[src/rtl/instr_line_mem.sv]
// Instruction-line memory: returns one aligned line per request, with a
// configurable miss latency and a single-entry line buffer for 1-cycle hits.
module instr_line_mem #(
   parameter int ADDR_W     = 32,
   parameter int LINE_BYTES = 16,
   parameter int MEM_BYTES  = 1024,
   parameter int LATENCY    = 6,
   parameter int SWAP_MID   = 1
) (
   input  logic                      clk,
   input  logic                      rst_n,
   input  logic                      req_valid,
   output logic                      req_ready,
   input  logic [ADDR_W-1:0]         req_addr,
   input  logic                      flush,
   output logic                      resp_valid,
   input  logic                      resp_ready,
   output logic [8*LINE_BYTES-1:0]   resp_line,
   output logic [ADDR_W-1:0]         resp_addr,
   output logic                      busy
);

   // state | meaning
   // IDLE  | ready for a request, req_ready high
   // WAIT  | miss in flight, counting towards LATENCY-1
   // RESP  | response presented (resp_valid rises one cycle after a hit)

   localparam int OFF     = $clog2(LINE_BYTES);
   localparam int TAG_W   = ADDR_W - OFF;
   localparam int MEM_AW  = $clog2(MEM_BYTES);
   localparam int LINE_W  = 8 * LINE_BYTES;
   localparam int CNT_W   = $clog2(LATENCY);
   localparam logic [CNT_W-1:0] CNT_LAST = CNT_W'(LATENCY - 1);
   localparam bit   DO_SWAP = (SWAP_MID != 0) && (LINE_BYTES == 16);

   typedef enum logic [1:0] {S_IDLE, S_WAIT, S_RESP} state_t;

   state_t             state;
   logic [CNT_W-1:0]   cnt;
   logic [TAG_W-1:0]   req_tag_q;
   logic [TAG_W-1:0]   buf_tag;
   logic               buf_valid;
   logic [TAG_W-1:0]   req_tag;
   logic [ADDR_W-1:0]  line_base;
   logic               buf_hit;
   logic               unused_addr_bits;

   assign req_tag          = req_addr[ADDR_W-1:OFF];
   assign line_base        = {req_tag_q, {OFF{1'b0}}};
   assign buf_hit          = buf_valid && (buf_tag == req_tag) && !flush;
   assign unused_addr_bits = ^req_addr[OFF-1:0];

   // Storage content is fixed (byte i = i % 200), so it is generated from the index.
   function automatic logic [LINE_W-1:0] fetch_line(input logic [MEM_AW-1:0] base);
      logic [LINE_W-1:0] nat;
      logic [LINE_W-1:0] res;
      logic [MEM_AW-1:0] idx;
      for (int b = 0; b < LINE_BYTES; b++) begin
         idx = base + MEM_AW'(b);
         nat[8*b +: 8] = 8'(32'(idx) % 32'd200);
      end
      res = nat;
      if (DO_SWAP) begin
         res[32 +: 32] = nat[64 +: 32];
         res[64 +: 32] = nat[32 +: 32];
      end
      return res;
   endfunction

   // resp_line only changes on fills, so it doubles as the line buffer data.
   always_ff @(posedge clk or negedge rst_n) begin
      if (!rst_n) begin
         state      <= S_IDLE;
         cnt        <= '0;
         req_tag_q  <= '0;
         buf_tag    <= '0;
         buf_valid  <= 1'b0;
         req_ready  <= 1'b1;
         resp_valid <= 1'b0;
         resp_line  <= '0;
         resp_addr  <= '0;
         busy       <= 1'b0;
      end else begin
         if (flush)
            buf_valid <= 1'b0;
         case (state)
            S_IDLE: begin
               if (req_valid) begin
                  req_tag_q <= req_tag;
                  req_ready <= 1'b0;
                  busy      <= 1'b1;
                  if (buf_hit) begin
                     state <= S_RESP;
                  end else begin
                     state <= S_WAIT;
                     cnt   <= '0;
                  end
               end
            end
            S_WAIT: begin
               if (cnt == CNT_LAST) begin
                  resp_line  <= fetch_line(line_base[MEM_AW-1:0]);
                  resp_addr  <= line_base;
                  buf_tag    <= req_tag_q;
                  buf_valid  <= 1'b1;
                  resp_valid <= 1'b1;
                  state      <= S_RESP;
               end else begin
                  cnt <= cnt + 1'b1;
               end
            end
            S_RESP: begin
               if (!resp_valid) begin
                  resp_valid <= 1'b1;
                  resp_addr  <= line_base;
               end else if (resp_ready) begin
                  resp_valid <= 1'b0;
                  req_ready  <= 1'b1;
                  busy       <= 1'b0;
                  state      <= S_IDLE;
               end
            end
            default: begin
               state     <= S_IDLE;
               req_ready <= 1'b1;
               busy      <= 1'b0;
            end
         endcase
      end
   end

endmodule

[config.mk]
export PLATFORM = sky130hd
export DESIGN_NAME = instr_line_mem
export DESIGN_NICKNAME = d
export VERILOG_FILES = /design/src/rtl/instr_line_mem.sv
export SDC_FILE = /design/constraint.sdc
export NUM_CORES = 1
export LEC_CHECK = 0
export ABC_CLOCK_PERIOD_IN_PS = 4250
export CORE_ASPECT_RATIO = 2
export CORE_UTILIZATION = 45
export DETAILED_ROUTE_END_ITERATION = 8
export PLACE_DENSITY = 0.76
export SLEW_MARGIN = 25
export SYNTH_ARGS = -nofsm -noshare
export SYNTH_HDL_FRONTEND = slang
export SYNTH_SLANG_ARGS = --single-unit
export TNS_END_PERCENT = 10
[constraint.sdc]
create_clock -name clk -period 4.25 [get_ports clk]
set_clock_uncertainty 0.1 [all_clocks]
set_input_delay 0.85 -clock clk [delete_from_list [all_inputs] [get_ports clk]]
set_output_delay 0.85 -clock clk [all_outputs]
set_load 0.02 [all_outputs]
# == Word level (Yosys, flattened, before mapping) ==
# Index checks and enable logic that the tools add are counted.
# totals
ff_bits,225
out_inout_bits,163
word_cells,95
# op_classes
addsub,16
n_div,16
n_eq_ne,11
n_mux,28
bitwise_logic,1
n_reduce_logical,13
# op_table
operator,n
$mod A10 B8 Y32 const B,16
$add A10 B4 Y10 const B,8
$mux W32,2
$pmux W32 S2,1
$add A10 B3 Y10 const B,4
$eq A28 B28 Y1,1
$add A10 B2 Y10 const B,2
$ne A2 B2 Y1 const B,7
$mux W1,12
$reduce_and A4 Y1,3
$add A10 B1 Y10 const B,1
$mux W2,5
$mux W3,3
$pmux W1 S3,2
$pmux W2 S3,1
$pmux W3 S2,1
$reduce_and A2 Y1,3
$reduce_bool A2 Y1,2
$add A3 B1 Y3 const B,1
$eq A3 B3 Y1 const B,1
$reduce_and A3 Y1,1
$eq A2 B1 Y1 const B,1
$eq A2 B2 Y1 const B,1
$logic_and A1 B1 Y1,2
4 further kinds,4

# == Longest topological paths before layout ==
# depth
depth_word,6
mapped_depth,15

# == Worst setup path before layout ==
# No wires, ideal clock.
# synth_path
kind,register to register
from,register req_tag_q[3]
to,register resp_line[5]
setup_time_ps,76
t_arrival_ps,3716
slack_ps,357
path_stages_with_launch,15
path_buffers,2
period_less_slack_ps,3893
path_cell_list,dfrtp_1 -> buf_6 -> o31ai_1 -> inv_1 -> ha_1 -> nand2b_1 -> a221o_1 -> or2_2 -> buf_2 -> nor2_1 -> mux2_2 -> ha_1 -> o31ai_2 -> mux2_1 -> o21ai_1
# synth_via
elab_chain_len,1
# synth_rtl
item,line,source
from (decl),40,logic [TAG_W-1:0] req_tag_q;
from (signal assigned),89,req_tag_q <= req_tag;
$mod A10 B8 Y32,60,nat[8*b +: 8] = 8'(32'(idx) % 32'd200);
to (signal assigned),102,resp_line <= fetch_line(line_base[MEM_AW-1:0]);
to (decl),18,"output logic [8*LINE_BYTES-1:0] resp_line,"
# Every way passes these cells.
# A chain may end at the register's enable or synchronous reset.

# == Worst setup path after layout ==
# Ends and elaborated chain as after synthesis.

==> run_results.csv <==
group,metric,value,unit
sta,fin_crit_sh,92.1,%
sta,rsz0062_at_grt,"no",
global_route,grt_pass1_wl,25500,microns
synthesis,ys_seq_area_share,42.8,%
final_layout,fin_cells,1020,
final_layout,fin_util,58.3,%
synthesis,ys_ff_latch,122,
floorplanning,dieArea,16400,sq um
global_route,gr-total-overflow,0,
job,maxCapViolCount,0,
clock_network,ctsHoldBuffers,0,
pwr,leakage,0.00399,uW
global_route,grt_pass1_vias,5138,
pwr,max-vdd-ir-drop,0.000492,V
setup_path,reg2reg_from,"req_tag_q[3]",
final_layout,antenna_cells,0,
setup_path,r2r_end,"resp_line[5]",
clock_network,clock_latency,0.42,ns
route,firstDrtPassIters,5,
setup_path,cp_max_fo,8,
synthesis,async_reset_ff_share,100,%
synthesis,synth.area.top_cells,"dfrtp_1 42%, buf_4 11%, mux2_2 9.0%, nand2_1 7.0%, xor2_1 3.8%",
synthesis,synthCells,720,
global_route,grt_max_degree,70,
clock_network,cts_htree_levels,4,
sta,fmax,0.255,GHz
floorplanning,start_util,46.5,%
placed_design,place.port_buffers,167,
route,via_count,5195,
worst_hold_path,worstHoldStart,"resp_line[38]",
sta,setup_viol,0,
synthesis,synth-edff-count,0,
setup_path,reg2reg_depth,12,
final_layout,drive_gt1_share,15.0,%
sta,max_slew_margin,41.2,%
synthesis,synth_top_area_cell,"dfrtp_1",
run_status,status,"complete, no violations",
final_layout,area_growth,25.6,%
global_route,grtUsageMet1,19.6,%
floorplanning,die_y,180,microns
clock_network,cts_sinks,122,
synthesis,netlist_top_cells_count,"133 x nand2_1, 121 x dfrtp_1, 104 x buf_4",
setup_path,cp.required,4.50,ns
clock_network,post_cts_resized,0,
route,avgRoutedWirePerCell,15.4,microns
synthesis,synth.top_cell.area_share,42.4,%
synthesis,synth_area_per_cell,9.92,sq um
pwr,p_per_area,1010,nW/um^2
setup_path,cp-end-kind,"flip-flop",
synthesis,ys.flop_type,"dfrtp_1",
setup_path,crit_arrival,4.16,ns
global_route,grt_busiest_layer,"met2",
placed_design,place.detailed.hpwl,11400,microns
sta,tns,0,ns
placed_design,place.gp.congestion,0.895,
global_route,use_met3,4.26,%
sta,finalHoldViolCount,0,
synthesis,ys_warn_count,0,
floorplanning,die_x,91.1,microns
setup_path,startpoint_type,"flip-flop",
clock_network,clk_root_buffer_cell,"clkbuf_16",
global_route,grt_usage,20.0,%
synthesis,post-synth-top-count-cell,"nand2_1",
synthesis,syn_area,7140,sq um
floorplanning,std_cell_rows,64,
clock_network,clock_path_buffers,2,
route,drtIter0Drc,242,
sta,slew_violations,0,
worst_hold_path,hold_end,"resp_line[38]",
worst_hold_path,hold_path_depth,2,
floorplanning,core,15400,sq um
floorplanning,ios,200,
route,ant_nets,0,
synthesis,synth_cell_type_count,72,
global_route,antenna_found_initial,0,
setup_path,cp-startpoint,"req_tag_q[3]",
sta,worst_slew_pin_slew,0.882,ns
route,drc,0,
clock_network,path_clk_slew,0.06,ns
setup_path,criticalPathCategory,"flip-flop to flip-flop",
route,drt-total-wl,15700,microns
sta,period_needed,3.92,ns
setup_path,regToRegSetupSlack,0.33,ns
global_route,grt_use_met2,37.4,%
route,vias_per_cell,5.09,
clock_network,numCtsBuffers,17,
clock_network,tritoncts,"done",
placed_design,post-place-cells,988,
final_layout,nets,861,
worst_hold_path,hold_path.class,"flip-flop to flip-flop",
clock_network,cts_setup_buffers,0,
-- report_power, final --
group | internal (uW) | total (uW) | switching, uW | leakage, uW
logic | 2490 | 5420 | 2930 | 0.00218
registers | 1710 | 2140 | 427 | 0.00150
clock network | 998 | 1540 | 543 | 0.000310
total | 5200 | 9100 | 3900 | 0.00399
-- sequential cells by signal, summed over array words and instances, names as in the netlist --
register,flops
resp_line,29
buf_tag,28
req_tag_q,28
resp_addr,28
cnt,3
state,2
buf_valid,1
busy,1
req_ready,1
resp_valid,1
-- critical path, cell delays in order, from the launching register on --
cell,delay (ns)
dfrtp_1,0.37
o31ai_1,0.42
inv_1,0.11
ha_1,0.27
nand2b_1,0.18
a221o_1,0.40
or2_2,0.40
nor2_1,0.16
mux2_2,0.36
ha_1,0.25
o31ai_2,0.36
mux2_1,0.36
o21ai_1,0.11
-- logic make-up (layout without fill, tap and decap cells) --
| logic type | Yosys count | after routing | synth area share (%) |
|---|---|---|---|
| buf+inv | 145 | 220 | 13.6 |
| flops | 122 | 122 | 42.8 |
| simple gates | 218 | 218 | 13.8 |
| xor+xnor | 43 | 43 | 5.48 |
| mux | 64 | 64 | 10.2 |
| fa+ha+maj | 16 | 16 | 2.77 |
| compound gates | 111 | 111 | 11.3 |
| other cells | 1 | 28 | 0.0525 |
-- per-layer routing --
| layer | vias to the layer above | wire length [microns] |
|---|---|---|
| li1 | 2506 | - |
| met1 | 2451 | 5560 |
| met2 | 194 | 8670 |
| met3 | 44 | 755 |
| met4 | 0 | 688 |
| met5 | - | 0 |
-- cells in the final DEF (no fill, tap or decap), types with 9 or more instances in the layout --
cell             Yosys  routed
conb_1               1      28
clkbuf_16            0      17
dfrtp_1            121     121
nand2_1            133     132
ha_1                15      15
nor2_1              22      22
a21oi_1             13      13
o21ai_0             36      36
inv_1                9       9
buf_4              104      12
mux2_2              57      57
clkdlybuf4s50_1      0     166
xor2_1              31      31
xnor2_1             10      10
-- layout make-up --
cell class / count / area [sq um]
fillers: 1347 / 6410
multi-input cells: 480 / 3230
flip-flops and latches: 122 / 3050
repair buffers: 179 / 1770
clock buffers: 18 / 439
well taps: 198 / 248
clock inverters: 14 / 195
inverters: 9 / 33.8
-- how the worst max path moves through the flow --
stage	to	slack, ns	cells after the start
final	resp_line[5]	0.33	12
after global routing	resp_line[5]	0.009	12
after CTS	resp_line[5]	0.29	12
after detailed placement	resp_line[5]	0.31	12
after global placement	resp_line[5]	0.37	12
after floorplan	resp_line[5]	0.36	14
-- through the flow --
stage                     cell area (sq um)  total power (uW)  hold WS [ns]  worst slack (ns)
after floorplan                        7240              6130         0.351             0.357
after global placement                 8330              7500         0.363             0.366
after detailed placement               8330              7610         0.373             0.306
after CTS                              8970              9190         0.386             0.292
after global routing                   8970              9710         0.409           0.00852
final                                  8970              9100         0.378             0.335
(Power assumes the default switching activity.)
